File: src/rtl/uart_rx_pkg.sv
`timescale 1ns/1ps
// ---------------------------------------------------------------------------
// uart_rx_pkg
// Shared definitions for the UART receiver (and the future transmitter):
// FSM state encodings, default frame geometry and a small helper that
// derives the bit-centre tick index from the oversampling ratio.
// ---------------------------------------------------------------------------
package uart_rx_pkg;

    // Receiver FSM states; encodings are shared with the transmitter side.
    typedef enum logic [1:0] {
        ST_IDLE  = 2'd0,
        ST_START = 2'd1,
        ST_DATA  = 2'd2,
        ST_STOP  = 2'd3
    } rx_state_e;

    localparam int DEF_OVERSAMPLE = 16;
    localparam int DEF_DATA_BITS  = 8;

    // Tick index at which the centre of a bit is reached, counting from the
    // tick that detected the falling edge of the start bit.
    function automatic int mid_tick(input int oversample);
        return (oversample / 2) - 1;
    endfunction

endpackage

File: src/rtl/uart_rx_if.sv
`timescale 1ns/1ps
// ---------------------------------------------------------------------------
// uart_rx_if
// Bundles the receiver's line-side inputs and byte-side outputs.
//   baud_tick  oversample enable from the baud divider (1 clk wide)
//   rx         asynchronous serial line, idle high
//   rx_data    last good byte
//   rx_valid   one-clk strobe: rx_data updated
//   frame_err  one-clk strobe: stop bit sampled low
//   busy       frame in progress
// master = the receiver (sources the byte side), slave = its environment.
// ---------------------------------------------------------------------------
interface uart_rx_if #(
    parameter int DATA_BITS = 8
) ();
    logic                 baud_tick;
    logic                 rx;
    logic [DATA_BITS-1:0] rx_data;
    logic                 rx_valid;
    logic                 frame_err;
    logic                 busy;

    modport master (
        input  baud_tick,
        input  rx,
        output rx_data,
        output rx_valid,
        output frame_err,
        output busy
    );

    modport slave (
        output baud_tick,
        output rx,
        input  rx_data,
        input  rx_valid,
        input  frame_err,
        input  busy
    );
endinterface

File: src/rtl/uart_rx_sync_2ff.sv
`timescale 1ns/1ps
// ---------------------------------------------------------------------------
// sync_2ff
// Two-flop synchroniser for a single asynchronous input. Both flops reset
// to RESET_VAL so the synchronised output starts at the pin's idle level.
//   clk  system clock
//   rst  asynchronous reset, active-high
//   d    asynchronous input
//   q    synchronised output (2-clk latency)
// ---------------------------------------------------------------------------
module sync_2ff #(
    parameter logic RESET_VAL = 1'b1
) (
    input  logic clk,
    input  logic rst,
    input  logic d,
    output logic q
);

    logic meta_r;

    // Two-stage capture of the asynchronous input.
    always_ff @(posedge clk or posedge rst) begin
        if (rst) begin
            meta_r <= RESET_VAL;
            q      <= RESET_VAL;
        end else begin
            meta_r <= d;
            q      <= meta_r;
        end
    end

endmodule

File: src/rtl/uart_rx.sv
`timescale 1ns/1ps
// ---------------------------------------------------------------------------
// uart_rx
// Serial UART receiver (8N1 by default). The rx line is synchronised, then
// sampled at the centre of every bit using the OVERSAMPLE x baud enable.
// All state advances only on cycles with baud_tick high; the output strobes
// are single-cycle registered pulses.
//   clk   system clock, 100 MHz
//   rst   asynchronous reset, active-high
//   bus   uart_rx_if.master: baud_tick, rx in; rx_data, rx_valid,
//         frame_err, busy out
// ---------------------------------------------------------------------------
module uart_rx
    import uart_rx_pkg::*;
#(
    parameter int DATA_BITS  = DEF_DATA_BITS,
    parameter int OVERSAMPLE = DEF_OVERSAMPLE
) (
    input  logic      clk,
    input  logic      rst,
    uart_rx_if.master bus
);

    localparam int TW = $clog2(OVERSAMPLE);
    localparam int BW = (DATA_BITS > 1) ? $clog2(DATA_BITS) : 1;

    localparam logic [TW-1:0] MID_TICK  = TW'(mid_tick(OVERSAMPLE));
    localparam logic [TW-1:0] LAST_TICK = TW'(OVERSAMPLE - 1);
    localparam logic [BW-1:0] LAST_BIT  = BW'(DATA_BITS - 1);

    logic rx_s;

    rx_state_e            state_r,    state_n;
    logic [TW-1:0]        tick_cnt_r, tick_cnt_n;
    logic [BW-1:0]        bit_cnt_r,  bit_cnt_n;
    logic [DATA_BITS-1:0] shift_r,    shift_n;
    logic [DATA_BITS-1:0] rx_data_r,  rx_data_n;
    logic                 rx_valid_r, rx_valid_n;
    logic                 frame_err_r, frame_err_n;
    logic                 busy_r,     busy_n;
    logic                 armed_r,    armed_n;

    sync_2ff #(
        .RESET_VAL (1'b1)
    ) u_sync_rx (
        .clk (clk),
        .rst (rst),
        .d   (bus.rx),
        .q   (rx_s)
    );

    // State and datapath registers.
    always_ff @(posedge clk or posedge rst) begin
        if (rst) begin
            state_r     <= ST_IDLE;
            tick_cnt_r  <= '0;
            bit_cnt_r   <= '0;
            shift_r     <= '0;
            rx_data_r   <= '0;
            rx_valid_r  <= 1'b0;
            frame_err_r <= 1'b0;
            busy_r      <= 1'b0;
            armed_r     <= 1'b0;
        end else begin
            state_r     <= state_n;
            tick_cnt_r  <= tick_cnt_n;
            bit_cnt_r   <= bit_cnt_n;
            shift_r     <= shift_n;
            rx_data_r   <= rx_data_n;
            rx_valid_r  <= rx_valid_n;
            frame_err_r <= frame_err_n;
            busy_r      <= busy_n;
            armed_r     <= armed_n;
        end
    end

    // Next-state, counter and strobe logic; everything holds without a tick
    // except the strobes, which always fall back to zero.
    always_comb begin
        state_n     = state_r;
        tick_cnt_n  = tick_cnt_r;
        bit_cnt_n   = bit_cnt_r;
        shift_n     = shift_r;
        rx_data_n   = rx_data_r;
        rx_valid_n  = 1'b0;
        frame_err_n = 1'b0;
        busy_n      = busy_r;
        armed_n     = armed_r;

        if (bus.baud_tick) begin
            case (state_r)
                ST_IDLE: begin
                    // A line that has been low since before IDLE (break, or
                    // the tail of a framing error) must go high once before
                    // a falling edge counts as a start bit.
                    if (rx_s) begin
                        armed_n = 1'b1;
                    end else begin
                        armed_n = armed_r;
                    end
                    tick_cnt_n = '0;
                    if (armed_r && !rx_s) begin
                        state_n = ST_START;
                        busy_n  = 1'b1;
                    end else begin
                        state_n = ST_IDLE;
                    end
                end

                ST_START: begin
                    if (tick_cnt_r == MID_TICK) begin
                        tick_cnt_n = '0;
                        bit_cnt_n  = '0;
                        if (!rx_s) begin
                            state_n = ST_DATA;
                        end else begin
                            // Glitch shorter than half a bit: silently drop.
                            state_n = ST_IDLE;
                            busy_n  = 1'b0;
                        end
                    end else begin
                        tick_cnt_n = tick_cnt_r + TW'(1);
                    end
                end

                ST_DATA: begin
                    if (tick_cnt_r == LAST_TICK) begin
                        tick_cnt_n = '0;
                        // LSB arrives first, so shift right from the MSB.
                        shift_n = {rx_s, shift_r[DATA_BITS-1:1]};
                        if (bit_cnt_r == LAST_BIT) begin
                            state_n   = ST_STOP;
                            bit_cnt_n = '0;
                        end else begin
                            bit_cnt_n = bit_cnt_r + BW'(1);
                        end
                    end else begin
                        tick_cnt_n = tick_cnt_r + TW'(1);
                    end
                end

                ST_STOP: begin
                    if (tick_cnt_r == LAST_TICK) begin
                        tick_cnt_n = '0;
                        state_n    = ST_IDLE;
                        busy_n     = 1'b0;
                        if (rx_s) begin
                            rx_data_n  = shift_r;
                            rx_valid_n = 1'b1;
                        end else begin
                            frame_err_n = 1'b1;
                            armed_n     = 1'b0;
                        end
                    end else begin
                        tick_cnt_n = tick_cnt_r + TW'(1);
                    end
                end

                default: begin
                    state_n    = ST_IDLE;
                    tick_cnt_n = '0;
                    bit_cnt_n  = '0;
                    busy_n     = 1'b0;
                end
            endcase
        end else begin
            state_n = state_r;
        end
    end

    assign bus.rx_data   = rx_data_r;
    assign bus.rx_valid  = rx_valid_r;
    assign bus.frame_err = frame_err_r;
    assign bus.busy      = busy_r;

endmodule
File: src/flat_wrapper.sv
// flat-port wrapper written by rule: the top's interface ports become plain ports
module uart_rx_flat import uart_rx_pkg::*;
#(
    parameter int DATA_BITS  = DEF_DATA_BITS,
    parameter int OVERSAMPLE = DEF_OVERSAMPLE
)
  (clk, rst, bus_baud_tick, bus_rx, bus_rx_data, bus_rx_valid, bus_frame_err, bus_busy);
  uart_rx_if #(.DATA_BITS(DATA_BITS)) bus_i ();
  input  logic clk;
  input  logic rst;
  input wire logic [$bits(bus_i.baud_tick)-1:0] bus_baud_tick;
  input wire logic [$bits(bus_i.rx)-1:0] bus_rx;
  output wire logic [$bits(bus_i.rx_data)-1:0] bus_rx_data;
  output wire logic [$bits(bus_i.rx_valid)-1:0] bus_rx_valid;
  output wire logic [$bits(bus_i.frame_err)-1:0] bus_frame_err;
  output wire logic [$bits(bus_i.busy)-1:0] bus_busy;
  assign bus_i.baud_tick = bus_baud_tick;
  assign bus_i.rx = bus_rx;
  assign bus_rx_data = bus_i.rx_data;
  assign bus_rx_valid = bus_i.rx_valid;
  assign bus_frame_err = bus_i.frame_err;
  assign bus_busy = bus_i.busy;
  uart_rx #(.DATA_BITS(DATA_BITS), .OVERSAMPLE(OVERSAMPLE)) u_core (.clk(clk), .rst(rst), .bus(bus_i));
endmodule
File: config.mk
export PLATFORM = sky130hd
export DESIGN_NAME = uart_rx_flat
export DESIGN_NICKNAME = d
export VERILOG_FILES = /design/src/rtl/uart_rx_pkg.sv /design/src/rtl/uart_rx_if.sv /design/src/rtl/uart_rx_sync_2ff.sv /design/src/rtl/uart_rx.sv /design/src/flat_wrapper.sv
export SDC_FILE = /design/constraint.sdc
export NUM_CORES = 1
export LEC_CHECK = 0
export ABC_AREA = 1
export CORE_ASPECT_RATIO = 1.5
export CORE_MARGIN = 4
export CORE_UTILIZATION = 60
export DETAILED_ROUTE_END_ITERATION = 16
export GPL_ROUTABILITY_DRIVEN = 0
export HOLD_SLACK_MARGIN = 0.1
export PLACE_DENSITY = 0.8
export REMOVE_ABC_BUFFERS = 1
export SKIP_CTS_REPAIR_TIMING = 1
export SLEW_MARGIN = 20
export SYNTH_ARGS = -nofsm -noshare
export SYNTH_HDL_FRONTEND = slang
export SYNTH_SLANG_ARGS = --single-unit
File: constraint.sdc
create_clock -name clk -period 3.4 [get_ports clk]
set_clock_uncertainty 0.2 [all_clocks]
set_input_delay 1.02 -clock clk [delete_from_list [all_inputs] [get_ports clk]]
set_output_delay 1.02 -clock clk [all_outputs]
set_load 0.1 [all_outputs]
==> flow_summary.toml, run 1 <==
[sta]
clock.fmax_mhz = 420.9
fin_crit_sh_pct = 69.88
slew_headroom_pct = 74.57
hold_viol = 0
setup_tns_ps = 0
rsz0062_at_grt = "no"
tightest_slew_ps = 381.4
setup_viol_count_final = 0
period_minus_slack_ps = 2376
slew_violations = 0

[synthesis]
syn_inst = 163
syn_area_sq_um = 1530
yosysSeqAreaShare_pct = 50.86
yosysWarnings = 0
ys_types = 22
synth_area_per_cell_sq_um = 9.388
synth_seq_cells = 31

[hold_path]
hold_depth = 0
min_path_type = "flop to flop"
min_from = "u_core.u_sync_rx.meta_r"
holdPathEnd = "u_core.u_sync_rx.q"

[clock_network]
cts_root_buf = "clkbuf_4"
cts_buffers = 5
clockBufferDepth = 2
cts_sinks = 31
cts_tree = "done"
clk_transition_reported_paths_ps = 90
clock_latency_ps = 330
cts_max_level = 2

[setup_path]
critical-path-top-delay-family = "buffers and inverters"
reg2reg_to = "u_core.state_r[0]"
endpoint_kind = "flop"
crit_path_start_kind = "input pin"
cp_num_buf_inv = 3
ff2ff_path_depth = 8
critPathKind = "input pin to flop"
critPathArrivalTime_ps = 2390
crit_path_start = "bus_baud_tick"
cp_cell_sequence = "clkdlybuf4s50_1, inv_1, nor2_1, inv_1, nor2_1, o21ai_0"
cp_max_fo = 8
reg2reg_from = "u_core.state_r[0]"
ff2ff_setup_slack_ps = 1530
worstPathRequired_ps = 3420
crit_slowest_cell = "clkdlybuf4s50_1"
crit_path_max_incr_delay_ps = 630

[die]
die-area_sq_um = 3439
die_h_um = 69.85
rows = 22
start_util_pct = 62.46
die_x_um = 49.24
io_pins = 15
coreArea_sq_um = 2450

[cells_and_area]
layout.nets = 194
nFillCells = 202
area_growth_pct = 12.35
final_area_sq_um = 1719
drive_gt1_share_pct = 24.04
diodes = 0

[place]
io_buffers = 14
postPlaceCellArea_sq_um = 1650
dp_hpwl_mm = 1.979

[global_route]
antenna_found_initial = 0
grt_remaining_overflow = 0
grt_use_total_pct = 19.02
grt_max_degree = 32
grt_pass1_vias = 1190
grt_pass1_wl_mm = 4.968

[drt]
firstDrtPassIters = 4
first_iter_violations = 39
drtAntennaViolNets = 0
wl_per_cell_um = 12.94
vias = 1132
drc = 0
wl_mm = 2.678
viasPerCell = 5.469

[job]
max_cap_viol_count = 0

[power_and_ir_drop]
p_leak_nw = 0.8793
ir_drop_mv = 0.4119
power_density_nw_per_um2 = 585.3

[outcome]
status = "finished clean"
==> worst register-to-register path, cell delays in order (launching register included) <==
cell and delay [ps]:
dfrtp_1 430, inv_1 120, ha_1 320, inv_1 150, nor2_1 50, nor2_1 130, inv_1 50, nor2_1 200
o21ai_0 110
==> cells in the final DEF, fill, tap and decap left out, types with 4 or more instances in the layout <==
| master | count |
|---|---|
| nand3_1 | 5 |
| buf_4 | 12 |
| nor2_1 | 10 |
| o21ai_2 | 15 |
| ha_1 | 8 |
| nand2_2 | 4 |
| inv_1 | 19 |
| a21oi_1 | 5 |
| dfrtp_1 | 29 |
| clkbuf_4 | 5 |
| nand2_1 | 46 |
| o21ai_0 | 6 |
==> registers in the layout (all words and copies together) (netlist names), named ones only <==
name,count
u_core.armed_r,1
u_core.bit_cnt_r,3
u_core.bus.busy,1
u_core.bus.frame_err,1
u_core.bus.rx_data,8
u_core.bus.rx_valid,1
u_core.shift_r,8
u_core.state_r,1
u_core.tick_cnt_r,4
u_core.u_sync_rx.meta_r,1
u_core.u_sync_rx.q,1
==> routing by layer <==
layer | track usage [%] | vias to the layer above | routed length [um]
met3 | 5.970 | 9 | 131
li1 | - | 555 | -
met5 | 0 | - | 0
met4 | 11.71 | 0 | 93
met1 | 19.04 | 540 | 991
met2 | 33.28 | 28 | 1461
==> stage by stage <==
step	util [%]	hold slack [ps]	cells	worst slack (ps)	power (W)
final	70.17	162.7	207	1024	0.001006
after global routing	70.17	167.4	207	874.8	0.001084
after CTS	70.17	165.3	207	1073	0.001014
after detailed placement	67.36	151.9	199	704.4	0.0007687
after global placement	67.36	147.3	199	742.9	0.0007525
after floorplan	-	145.2	160	1269	0.0006937
==> Yosys cell counts, drive strengths merged <==
master,n,share of area [%]
nand3,6,2.8
dfrtp,29,47
a21oi,5,1.6
nand4,2,0.82
dfstp,2,3.4
o21ai,21,11
nor2,11,3.2
nand3b,1,0.49
xor2,1,0.57
inv,19,4.7
o21bai,1,0.49
buf,3,2.0
nor4,1,0.41
nand2,52,14
mux2i,1,0.65
ha,8,6.5
==> how the worst max path moves through the flow <==
stage,end,slack [ps],depth (start not counted)
2_1_floorplan,bus_rx_data[1],1270,0
3_3_place_gp,u_core.bus.rx_data[7],740,6
3_5_place_dp,flop,700,7
4_1_cts,flop,1070,7
5_1_grt,u_core.state_r[0],870,7
6_report,u_core.state_r[0],1020,6
==> logic make-up after synthesis <==
logic type | synth area share [%]
AOI/OAI and AO/OA | 12.67
xor gates and xnor gates | 0.5725
adders and majority gates | 6.542
buffers and inverters | 6.623
DFF | 50.86
muxes | 0.6542
and+or+nand+nor | 22.08
==> final cells by class <==
class	instances	area [sq um]	area share [%]
multi-input cells	110	650.6	37.85
flip-flops and latches	31	778.2	45.27
repair buffers	15	120.1	6.987
clock buffers	8	68.82	4.003
well taps	24	30.03	1.747
inverters	19	71.32	4.148
==> power by group <==
| part | switching (W) | total, W | internal, W |
|---|---|---|---|
| logic | 0.000217 | 0.000324 | 0.000106 |
| clock network | 0.000122 | 0.000244 | 0.000122 |
| registers | 0.0000322 | 0.000439 | 0.000407 |
Power figures use the tool's default switching activity.
==> run 2, diff against run 1 <==
--- a/config.mk
+++ b/config.mk
@@ -8,11 +8,11 @@
 export ABC_AREA = 1
 export CORE_ASPECT_RATIO = 1.5
 export CORE_MARGIN = 4
-export CORE_UTILIZATION = 60
+export CORE_UTILIZATION = 55
 export DETAILED_ROUTE_END_ITERATION = 16
 export GPL_ROUTABILITY_DRIVEN = 0
 export HOLD_SLACK_MARGIN = 0.1
-export PLACE_DENSITY = 0.8
+export PLACE_DENSITY = 0.74
 export REMOVE_ABC_BUFFERS = 1
 export SKIP_CTS_REPAIR_TIMING = 1
 export SLEW_MARGIN = 20
==> constraint.sdc (replaced) <==
create_clock -name clk -period 2.4 [get_ports clk]
set_clock_uncertainty 0.2 [all_clocks]
set_input_delay 0.72 -clock clk [delete_from_list [all_inputs] [get_ports clk]]
set_output_delay 0.72 -clock clk [all_outputs]
set_load 0.1 [all_outputs]
==> run 2 against run 1 <==
Combinational power rose by 50%; count of clock-buffer cells in the layout fell by 1; flip-flop and latch count did not move; design area rose by 9.4%; sequential power rose by 43%; via count fell by 0.18%; die area rose by 7.8%; core utilization rose by 0.093 points; critical endpoint unchanged; largest power group unchanged.
==> flow_summary.toml, run 2 (same netlist as run 1, synthesis figures left out) <==
[clock_network]
clk_transition_reported_paths_ps = 60
cts_sinks = 31
cts_tree = "done"
clockBufferDepth = 2
clock_latency_ps = 280
cts_max_level = 2
cts_buffers = 5
cts_root_buf = "clkbuf_8"

[die]
die_h_um = 72.60
start_util_pct = 57.18
coreArea_sq_um = 2676
die-area_sq_um = 3707
io_pins = 15
rows = 23
die_x_um = 51.07

[sta]
slew_violations = 0
clock.fmax_mhz = 530.6
hold_viol = 0
slew_headroom_pct = 74.39
setup_tns_ps = 0
fin_crit_sh_pct = 78.53
worst_hold_slack_ps = 158.7
setup_viol_count_final = 0
rsz0062_at_grt = "no"
period_minus_slack_ps = 1885
tightest_slew_ps = 384.1
setup_ws_ps = 515.2

[cells_and_area]
multi_input_area_sq_um = 650.6
area_growth_pct = 22.89
diodes = 0
regArea_sq_um = 778.2
nFillCells = 217
layout.nets = 195
drive_gt1_share_pct = 23.91
instances_no_fill = 221
final_cell_mix = "nand2_1, dfrtp_1, inv_1"
layout_commonest_cell = "nand2_1"

[job]
max_cap_viol_count = 0

[setup_path]
ff2ff_path_depth = 8
crit_slowest_cell = "dfrtp_1"
critPathArrivalTime_ps = 1840
cp_cell_sequence = "inv_1, ha_1, inv_1, nand2_1, nand2_1, nand2_1, nor2_1, o21ai_0"
path_common_cell = "nand2_1"
cp_max_fo = 7
crit_path_start_kind = "flop"
reg2reg_from = "u_core.state_r[0]"
crit_path_max_incr_delay_ps = 420
ff2ff_setup_slack_ps = 520
critPathKind = "flop to flop"
reg2reg_to = "u_core.state_r[0]"
worstPathRequired_ps = 2360
endpoint_kind = "flop"

[drt]
first_iter_violations = 44
firstDrtPassIters = 4
drtAntennaViolNets = 0
wl_mm = 2.874
vias = 1130
drc = 0
viasPerCell = 5.113
wl_per_cell_um = 13.00

[place]
dp_cells = 213
io_buffers = 14
dp_hpwl_mm = 2.105
post-place-ws_ps = 225.9

[global_route]
grt_use_total_pct = 19.09
grt_pass1_wl_mm = 5.085
antenna_found_initial = 0
grt_remaining_overflow = 0
grt_pass1_vias = 1136
grt_max_degree = 32

[hold_path]
holdPathEnd = "u_core.u_sync_rx.q"
min_path_type = "flop to flop"
hold_depth = 0
min_from = "u_core.u_sync_rx.meta_r"

[outcome]
status = "finished clean"

[power_and_ir_drop]
p_total_w = 0.001507
power_density_nw_per_um2 = 801.6
ir_drop_mv = 0.4667
p_leak_nw = 0.9161
## run 2: cell count changes in the layout (fill, tap and decap cells not counted), sizes merged
cell	before	now
buf	12	13
clkbuf	8	7
clkinv	0	1
## run 2: how the worst max path moves through the flow
stage / start / to / slack (ps)
floorplan: u_core.bus.rx_data[1] / bus_rx_data[1] / 570
global placement: bus_baud_tick / u_core.shift_r[4] / 260
detailed placement: bus_baud_tick / u_core.state_r[0] / 230
CTS: bus_baud_tick / u_core.state_r[0] / 540
global route: u_core.state_r[0] / u_core.state_r[0] / 370
finish: u_core.state_r[0] / u_core.state_r[0] / 520
## run 2: final cells by class
| type | count | area share [%] |
|---|---|---|
| Tap cell | 37 | 2.462 |
| Timing Repair Buffer | 16 | 13.44 |
| Multi-Input combinational cell | 110 | 34.60 |
| Inverter | 19 | 3.792 |
| Sequential cell | 31 | 41.38 |
| Clock buffer | 7 | 4.059 |
| Clock inverter | 1 | 0.2661 |
## run 2: critical path: cells and delay by family, from the launching register on
kind / cells / cell delay [ps]
compound gates: 1 / 120
flops: 1 / 420
simple gates: 4 / 430
fa+ha+maj: 1 / 320
buf+inv: 2 / 260
## run 2: power by group
group | switching, W | internal [W]
combinational | 0.000315 | 0.000172
clock | 0.000189 | 0.000203
sequential | 0.0000509 | 0.000578
total | 0.000555 | 0.000953
## run 2: per-stage QoR
step	utilization [%]	cell area, sq um
after global routing	70.27	1881
after global placement	67.23	1799
after CTS	70.27	1881
final	70.27	1881
after floorplan	-	1500
after detailed placement	67.23	1799
## run 2: metal layers
| layer | vias to the layer above | wire length, um | track usage [%] |
|---|---|---|---|
| met5 | - | 0 | 0 |
| met4 | 0 | 105 | 12.87 |
| met3 | 8 | 148 | 5.521 |
| met2 | 30 | 1508 | 34.00 |
| met1 | 536 | 1111 | 18.50 |
| li1 | 556 | - | - |
==> run 3, diff against run 2 <==
==> constraint.sdc (replaced) <==
create_clock -name clk -period 1.8 [get_ports clk]
set_clock_uncertainty 0.2 [all_clocks]
set_input_delay 0.54 -clock clk [delete_from_list [all_inputs] [get_ports clk]]
set_output_delay 0.54 -clock clk [all_outputs]
set_load 0.1 [all_outputs]
==> run 3 against run 2 <==
Flip-flop and latch count is the same; core utilization grew 3.9 points; sequential power grew 33%; critical endpoint is now u_core.bus.rx_data[3]; non-clock buffer count grew 5.
==> flow_summary.toml, run 3 (same netlist as run 1, synthesis figures left out) <==
[outcome]
status = "finished clean"

[setup_path]
worstPathRequired_ps = 1770
endpoint_kind = "flop"
cp_cell_sequence = "clkdlybuf4s50_1, inv_1, nor2_4, nand2_4, nand2_1, o21ai_2"
crit_slowest_cell = "clkdlybuf4s50_1"
crit_path_max_incr_delay_ps = 510
critPathKind = "input pin to flop"
critPathArrivalTime_ps = 1650
cp_max_fo = 16
crit_path_start_kind = "input pin"

[clock_network]
clock_latency_ps = 280
clk_transition_reported_paths_ps = 60
cts_sinks = 31
clockBufferDepth = 2
cts_buffers = 5
cts_tree = "done"
cts_max_level = 2
cts_root_buf = "clkbuf_8"

[cells_and_area]
final_cell_mix = "nand2_1, dfrtp_1, inv_1"
diodes = 0
nFillCells = 208
final_area_sq_um = 1984
multi_input_area_sq_um = 655.6
regArea_sq_um = 778.2
layout_commonest_cell = "nand2_1"
final_core_util_pct = 74.15
area_growth_pct = 29.68
layout.nets = 200
drive_gt1_share_pct = 28.04

[global_route]
grt_use_total_pct = 18.30
grt_pass1_vias = 1188
grt_remaining_overflow = 0
antenna_found_initial = 0
grt_max_degree = 32
grt_pass1_wl_mm = 4.919

[place]
postPlaceCellArea_sq_um = 1854
dp_hpwl_mm = 2.141
io_buffers = 14
post-place-ws_ps = -191.1

[drt]
drc = 0
viasPerCell = 5.009
wl_per_cell_um = 12.37
first_iter_violations = 34
drtAntennaViolNets = 0
wl_mm = 2.796
firstDrtPassIters = 4
vias = 1132

[power_and_ir_drop]
p_int_w = 0.001476
p_leak_nw = 0.9671
power_density_nw_per_um2 = 1115
seq_power_share_pct = 37.8
comb_power_share_pct = 30.8
ir_drop_mv = 0.7722
power_switching_w = 0.0007376
clkPwrFrac_pct = 31.4
switching_share_pct = 33.32

[die]
die_h_um = 72.60
coreArea_sq_um = 2676
die-area_sq_um = 3707
rows = 23
start_util_pct = 57.18
die_x_um = 51.07
io_pins = 15

[hold_path]
min_path_type = "flop to flop"

[sta]
worst_hold_slack_ps = 156.1
slew_headroom_pct = 83.21
clock.fmax_mhz = 592.2
setup_viol_count_final = 0
period_minus_slack_ps = 1689
slew_violations = 0
setup_tns_ps = 0
tightest_slew_ps = 249.6
hold_viol = 0
fin_crit_sh_pct = 93.81
setup_ws_ps = 111.4

[job]
max_cap_viol_count = 0
## run 3: cell type report
| cell class | count | share of cell area (%) |
|---|---|---|
| flip-flops and latches | 31 | 39.22 |
| clock inverters | 2 | 1.765 |
| well taps | 37 | 2.333 |
| clock buffers | 6 | 4.161 |
| multi-input cells | 110 | 33.04 |
| inverters | 19 | 3.594 |
| repair buffers | 21 | 15.89 |
## run 3: power groups by stage
stage | sequential (W) | clock, W | combinational [W]
after floorplan | 0.000912 | 0 | 0.000398
after global placement | 0.000843 | 0 | 0.000632
after detailed placement | 0.000849 | 0 | 0.000650
after CTS | 0.000837 | 0.000717 | 0.000652
after global routing | 0.000845 | 0.000750 | 0.000771
final | 0.000836 | 0.000695 | 0.000682
## run 3: metal layers
layer | global-route usage (%) | part of all wire, % | vias up
li1 | - | - | 567
met1 | 18.61 | 40 | 538
met2 | 31.56 | 54 | 21
met3 | 6.339 | 4.0 | 6
met4 | 11.08 | 2.6 | 0
met5 | 0 | 0 | -
## run 3: per-stage QoR
stage / cells / total power (W)
after floorplan: 160 / 0.001310
after global placement: 217 / 0.001475
after detailed placement: 217 / 0.001499
after CTS: 225 / 0.002206
after global routing: 226 / 0.002366
final: 226 / 0.002213
## run 3: critical path, delay by kind of cell
| family | cells | cell delay (ps) |
|---|---|---|
| buffers and inverters | 2 | 610 |
| and+or+nand+nor | 3 | 450 |
| AOI/OAI and AO/OA | 1 | 50 |
## run 3: path summary, 6_finish.rpt
kind	end	slack (ps)	from	depth (start not counted)
max	u_core.bus.rx_data[3]	110	bus_baud_tick	6
min	u_core.u_sync_rx.q	160	u_core.u_sync_rx.meta_r	0
max reg2reg	u_core.state_r[0]	120	u_core.state_r[0]	8
min reg2reg	u_core.u_sync_rx.q	160	u_core.u_sync_rx.meta_r	0
max in group asynchronous	u_core.u_sync_rx.meta_r	760	rst	3
min in group asynchronous	u_core.bus.rx_data[0]	400	rst	3
